[src/rtl/cw_sym_collector.sv]
// CW symbol collector: assembles dot/dash edges into Morse characters and queues them for a consumer.
// Optional feature macro CW_WORD_SPACE_EN adds word-space entries (explicit input and idle-gap timer).
module cw_sym_collector #(
    parameter int MAX_ELEM   = 6,
    parameter int FIFO_DEPTH = 4,
    parameter int WORD_GAP   = 4096
) (
    input  logic                clk,
    input  logic                rst,
    input  logic                dot_inp,
    input  logic                dash_inp,
    input  logic                char_space_inp,
    input  logic                word_space_inp,
    output logic [MAX_ELEM-1:0] sym_code,
    output logic [2:0]          sym_len,
    output logic                sym_space,
    output logic                sym_err,
    output logic                sym_valid,
    input  logic                sym_ready,
    output logic                ovf,
    input  logic                ovf_clr,
    output logic                busy
);
    localparam int AW = $clog2(FIFO_DEPTH);
    localparam int EW = MAX_ELEM + 5;
    localparam logic [2:0] LMAX = 3'(MAX_ELEM);

    typedef enum logic { IDLE, COLLECT } state_t;

    // Edge detection: registered rising-edge pulses, one cycle after the input is sampled high.
    logic [2:0] raw, prev, edg;
    assign raw = {char_space_inp, dash_inp, dot_inp};

    always_ff @(posedge clk or negedge rst) begin
        if (!rst) begin
            prev <= '0;
            edg  <= '0;
        end else begin
            prev <= raw;
            edg  <= raw & ~prev;
        end
    end

    logic e_dot, e_dash, e_cs, elem, close;
    assign e_dot  = edg[0];
    assign e_dash = edg[1];
    assign e_cs   = edg[2];
    assign elem   = e_dot | e_dash;

`ifdef CW_WORD_SPACE_EN
    localparam int GW = $clog2(WORD_GAP + 1);
    logic          ws_prev, ws_edg;
    logic          armed, gap_run, space_pend;
    logic [GW-1:0] idle_cnt;

    always_ff @(posedge clk or negedge rst) begin
        if (!rst) begin
            ws_prev <= 1'b0;
            ws_edg  <= 1'b0;
        end else begin
            ws_prev <= word_space_inp;
            ws_edg  <= word_space_inp & ~ws_prev;
        end
    end
`else
    logic unused_ws;
    localparam int UNUSED_GAP = WORD_GAP;
    assign unused_ws = word_space_inp;
`endif

    state_t                state;
    logic [2:0]            len;
    logic [MAX_ELEM-1:0]   code;
    logic                  err;
    logic                  push;
    logic [EW-1:0]         push_data;

`ifdef CW_WORD_SPACE_EN
    assign close = (state == COLLECT) && (e_cs || ws_edg);
`else
    assign close = (state == COLLECT) && e_cs;
`endif

    // Closing a character happens before any element edge of the same cycle starts the next one.
    always_ff @(posedge clk or negedge rst) begin
        if (!rst) begin
            state     <= IDLE;
            len       <= '0;
            code      <= '0;
            err       <= 1'b0;
            push      <= 1'b0;
            push_data <= '0;
`ifdef CW_WORD_SPACE_EN
            armed      <= 1'b0;
            gap_run    <= 1'b0;
            space_pend <= 1'b0;
            idle_cnt   <= '0;
`endif
        end else begin
            push <= 1'b0;
            if (close) begin
                push      <= 1'b1;
                push_data <= {err, 1'b0, len, code};
            end
            if (close || state == IDLE) begin
                if (elem) begin
                    state <= COLLECT;
                    len   <= 3'd1;
                    code  <= MAX_ELEM'(e_dash);
                    err   <= 1'b0;
                end else begin
                    state <= IDLE;
                    len   <= '0;
                    code  <= '0;
                    err   <= 1'b0;
                end
            end else if (elem) begin
                if (len < LMAX) begin
                    code <= code | (MAX_ELEM'(e_dash) << len);
                    len  <= len + 3'd1;
                end else begin
                    err <= 1'b1;
                end
            end
`ifdef CW_WORD_SPACE_EN
            if (close) begin
                idle_cnt   <= '0;
                gap_run    <= 1'b1;
                space_pend <= space_pend | ws_edg;
            end else begin
                if (state == IDLE && gap_run && idle_cnt != GW'(WORD_GAP))
                    idle_cnt <= idle_cnt + GW'(1);
                if (space_pend ||
                    (state == IDLE && armed && (ws_edg || idle_cnt == GW'(WORD_GAP)))) begin
                    push       <= 1'b1;
                    push_data  <= {1'b0, 1'b1, 3'd0, {MAX_ELEM{1'b0}}};
                    space_pend <= 1'b0;
                    armed      <= 1'b0;
                end
            end
            // A new element re-arms the generator even if a space leaves this cycle.
            if (elem)
                armed <= 1'b1;
`endif
        end
    end

    assign busy = (len != 3'd0);

    // Show-ahead queue; a push while full only lands if the head leaves in the same cycle.
    logic [EW-1:0] mem [FIFO_DEPTH];
    logic [AW-1:0] wr_ptr, rd_ptr;
    logic [AW:0]   count;
    logic          full, pop, wr_en, drop;
    logic [EW-1:0] head;

    assign full  = (count == (AW+1)'(FIFO_DEPTH));
    assign pop   = sym_valid & sym_ready;
    assign wr_en = push & (~full | pop);
    assign drop  = push & full & ~pop;

    always_ff @(posedge clk or negedge rst) begin
        if (!rst) begin
            wr_ptr <= '0;
            rd_ptr <= '0;
            count  <= '0;
            ovf    <= 1'b0;
        end else begin
            if (wr_en) wr_ptr <= wr_ptr + AW'(1);
            if (pop)   rd_ptr <= rd_ptr + AW'(1);
            count <= count + (AW+1)'(wr_en) - (AW+1)'(pop);
            if (drop)
                ovf <= 1'b1;
            else if (ovf_clr)
                ovf <= 1'b0;
        end
    end

    always_ff @(posedge clk) begin
        if (wr_en) mem[wr_ptr] <= push_data;
    end

    assign sym_valid = (count != '0);
    assign head      = sym_valid ? mem[rd_ptr] : '0;
    assign {sym_err, sym_space, sym_len, sym_code} = head;

endmodule
[config.mk]
export PLATFORM = sky130hd
export DESIGN_NAME = cw_sym_collector
export DESIGN_NICKNAME = d
export VERILOG_FILES = /design/src/rtl/cw_sym_collector.sv
export SDC_FILE = /design/constraint.sdc
export NUM_CORES = 1
export LEC_CHECK = 0
export CORE_MARGIN = 5
export CORE_UTILIZATION = 27
export CTS_BUF_LIST = sky130_fd_sc_hd__clkbuf_4
export DETAILED_ROUTE_END_ITERATION = 8
export PLACE_DENSITY_LB_ADDON = 0.12
export SKIP_CTS_REPAIR_TIMING = 1
export SYNTH_ARGS = -nofsm -noshare
export SYNTH_HDL_FRONTEND = slang
export SYNTH_SLANG_ARGS = --single-unit
[constraint.sdc]
create_clock -name clk -period 2.9 [get_ports clk]
set_input_delay 0.435 -clock clk [delete_from_list [all_inputs] [get_ports clk]]
set_output_delay 0.435 -clock clk [all_outputs]
set_load 0.02 [all_outputs]
==> out/metrics.yaml <==
detailed_routing:
  wirelength_um: 5310
  met2_length_um: 2420
  wl_per_cell_um: 14.5
  wl_met1_um: 2570
  drt-vias-per-instance: 4.25
  drtAntennaViolNets: 0
  drtPass1Iterations: 3
  wl_met3_um: 220
  highest_layer: "met4"
  drc: 0
  drtIter0Drc: 49
  via_count: 1557
pwr:
  pwr-share-clk_pct: 24.2
  power_frac_comb_pct: 30.5
  vdd_ir_drop_max_v: 0.000361
  leakage_uw: 0.00139
  intPower_uw: 2180
  pwr-share-seq_pct: 45.3
  p_sw_uw: 973
  p_per_area_nw_per_um2: 882
  swShare_pct: 30.9
timing:
  maxSlewHeadroom_pct: 43.5
  whs_ps: 97.2
  drv_slew: 0
  period_share_pct: 93.2
  hold_viol: 0
  grt_setup_unrepaired: "no"
  setup_viol: 0
  fin_setup_tns_ps: 0
  tightest_slew_ps: 847
  period_minus_slack_ps: 2700
  max_freq_mhz: 370
  finClkSkew_ps: 27.4
yosys:
  ys_ff_latch: 76
  synth.avg_cell_area_um2: 15.8
  synth_async_sr_flop_share_pct: 47.4
  yosysMostFrequentCell: "edfxtp_1"
  yosysTopAreaCell: "edfxtp_1"
  synth_common_cells: "edfxtp_1, dfrtp_1, and2_1, inv_1, o21ai_0"
  yosysSeqAreaShare_pct: 69.1
  ys_top_cells_by_area: "edfxtp_1, dfrtp_1, mux4_2"
  ys.flop_type: "edfxtp_1"
  synth_cells: 193
  ys_types: 32
  syn_nets: 210
  synth-edff-count: 40
  synth_warnings: 0
  synth_top_cell_area_share_pct: 39.5
  synth.cell_area_um2: 3040
die:
  die_area_um2: 13500
  core_area_um2: 10900
  row_count: 38
  io_pins: 22
  die_w_um: 116
  die-height_um: 116
  start_util_pct: 27.8
global_routing:
  antenna_found_initial: 0
  grtUsageTotal_pct: 8.66
  grt_first_pass_wirelength_um: 8780
  gr-total-overflow: 0
  grt_max_degree: 37
  grt_pass1_vias: 1616
cts:
  cts_made_buffers: 9
  clock_sinks: 76
  clock_path_buffers: 2
  htree_levels: 3
  path_clk_slew_ps: 140
  cts-root-buf: "clkbuf_4"
  tritoncts: "built"
  clk_latency_ps: 430
worst_setup_path:
  cp-start-kind: "flop"
  arrival_ps: 2270
  worstPathRequired_ps: 2470
  critical_path_class: "flop to output pin"
  critPathMaxFanout: 7
  end_kind: "output pin"
run_status:
  status: "finished clean"
worst_hold_path:
  hold_class: "input port to async pin"
placed_design:
  place_congestion: 0.679
  dpl.hpwl_um: 3530
  io_buffers: 19
finish:
  layout-drive-gt1-share_pct: 17.7
  fillers: 1094
  n_antenna_cell: 0
  nets: 238
  postLayoutCoreUtil_pct: 32.7
  areaGrowthSynthToFinish_pct: 17.3
run:
  drv_cap: 0
[stage by stage]
stage	instances	setup WS (ps)	instance area [µm²]	total power (µW)
2_1_floorplan	193	666	3040	2050
3_3_place_gp	350	200	3400	2430
3_5_place_dp	350	170	3400	2440
4_1_cts	366	155	3570	3210
5_1_grt	366	66.7	3570	3350
6_report	366	198	3570	3150
[routing by layer]
layer | up-vias | GRT usage, %
met3 | 12 | 2.28
met5 | - | 0
met2 | 25 | 13.0
met1 | 767 | 11.5
li1 | 753 | -
met4 | 0 | 4.41
[final timing paths]
| path | startpoint | end | slack, ps | depth (start not counted) |
|---|---|---|---|---|
| max | rd_ptr[0] | sym_code[1] | 200 | 4 |
| min | rst | ovf | 100 | 1 |
| max reg2reg | count[1] | count[2] | 580 | 9 |
| min reg2reg | prev[1] | edg[1] | 400 | 1 |
| max in group asynchronous | rst | len[0] | 2250 | 1 |
| min in group clk | prev[1] | edg[1] | 400 | 1 |
[placed cells by master (no fill, tap or decap), drive strengths merged, types with 7 or more instances in the layout]
cell,count
clkdlybuf4s50,18
inv,14
ha,8
dfrtp,36
clkbuf,10
nor2,8
and2,15
edfxtp,40
mux4,10
o21ai,9
nand2,8
mux2,7
[power groups by stage]
stage	Combinational, µW	Sequential, µW	Clock (µW)
2_1_floorplan	656	1400	0
3_3_place_gp	977	1450	0
3_5_place_dp	984	1460	0
4_1_cts	994	1430	784
5_1_grt	1070	1450	837
6_report	960	1430	764
[logic make-up (layout without fill, tap and decap cells)]
logic type,after synthesis,after routing,synth area share [%]
DFF,76,76,69.1
buffers and inverters,19,52,2.79
muxes,17,17,10.2
AOI/OAI and AO/OA,20,20,3.66
other,1,1,0.123
and+or+nand+nor,46,46,8.75
xor gates and xnor gates,5,5,1.44
adders and majority gates,9,9,3.95
[final cells by class]
cell class	instances	area [µm²]	area share (%)
Multi-Input combinational cell	98	857	24.0
Timing Repair Buffer	24	223	6.23
Tap cell	140	175	4.90
Clock inverter	6	95.1	2.66
Sequential cell	76	2100	58.8
Inverter	12	45.0	1.26
Clock buffer	10	75.1	2.10
[critical path, cell delays in order, from the launching register on]
cell	delay (ps)
dfrtp_1	380
buf_4	180
mux4_1	570
and2_1	180
clkdlybuf4s50_1	530
[sequential cells by signal (all words and copies together) (netlist names)]
signal,count
push,1
len,3
rd_ptr,2
state,1
prev,3
edg,3
count,3
err,1
wr_ptr,2
push_data,10
mem,40
ovf,1
code,6
No activity file was read; power rests on OpenSTA's default activity.
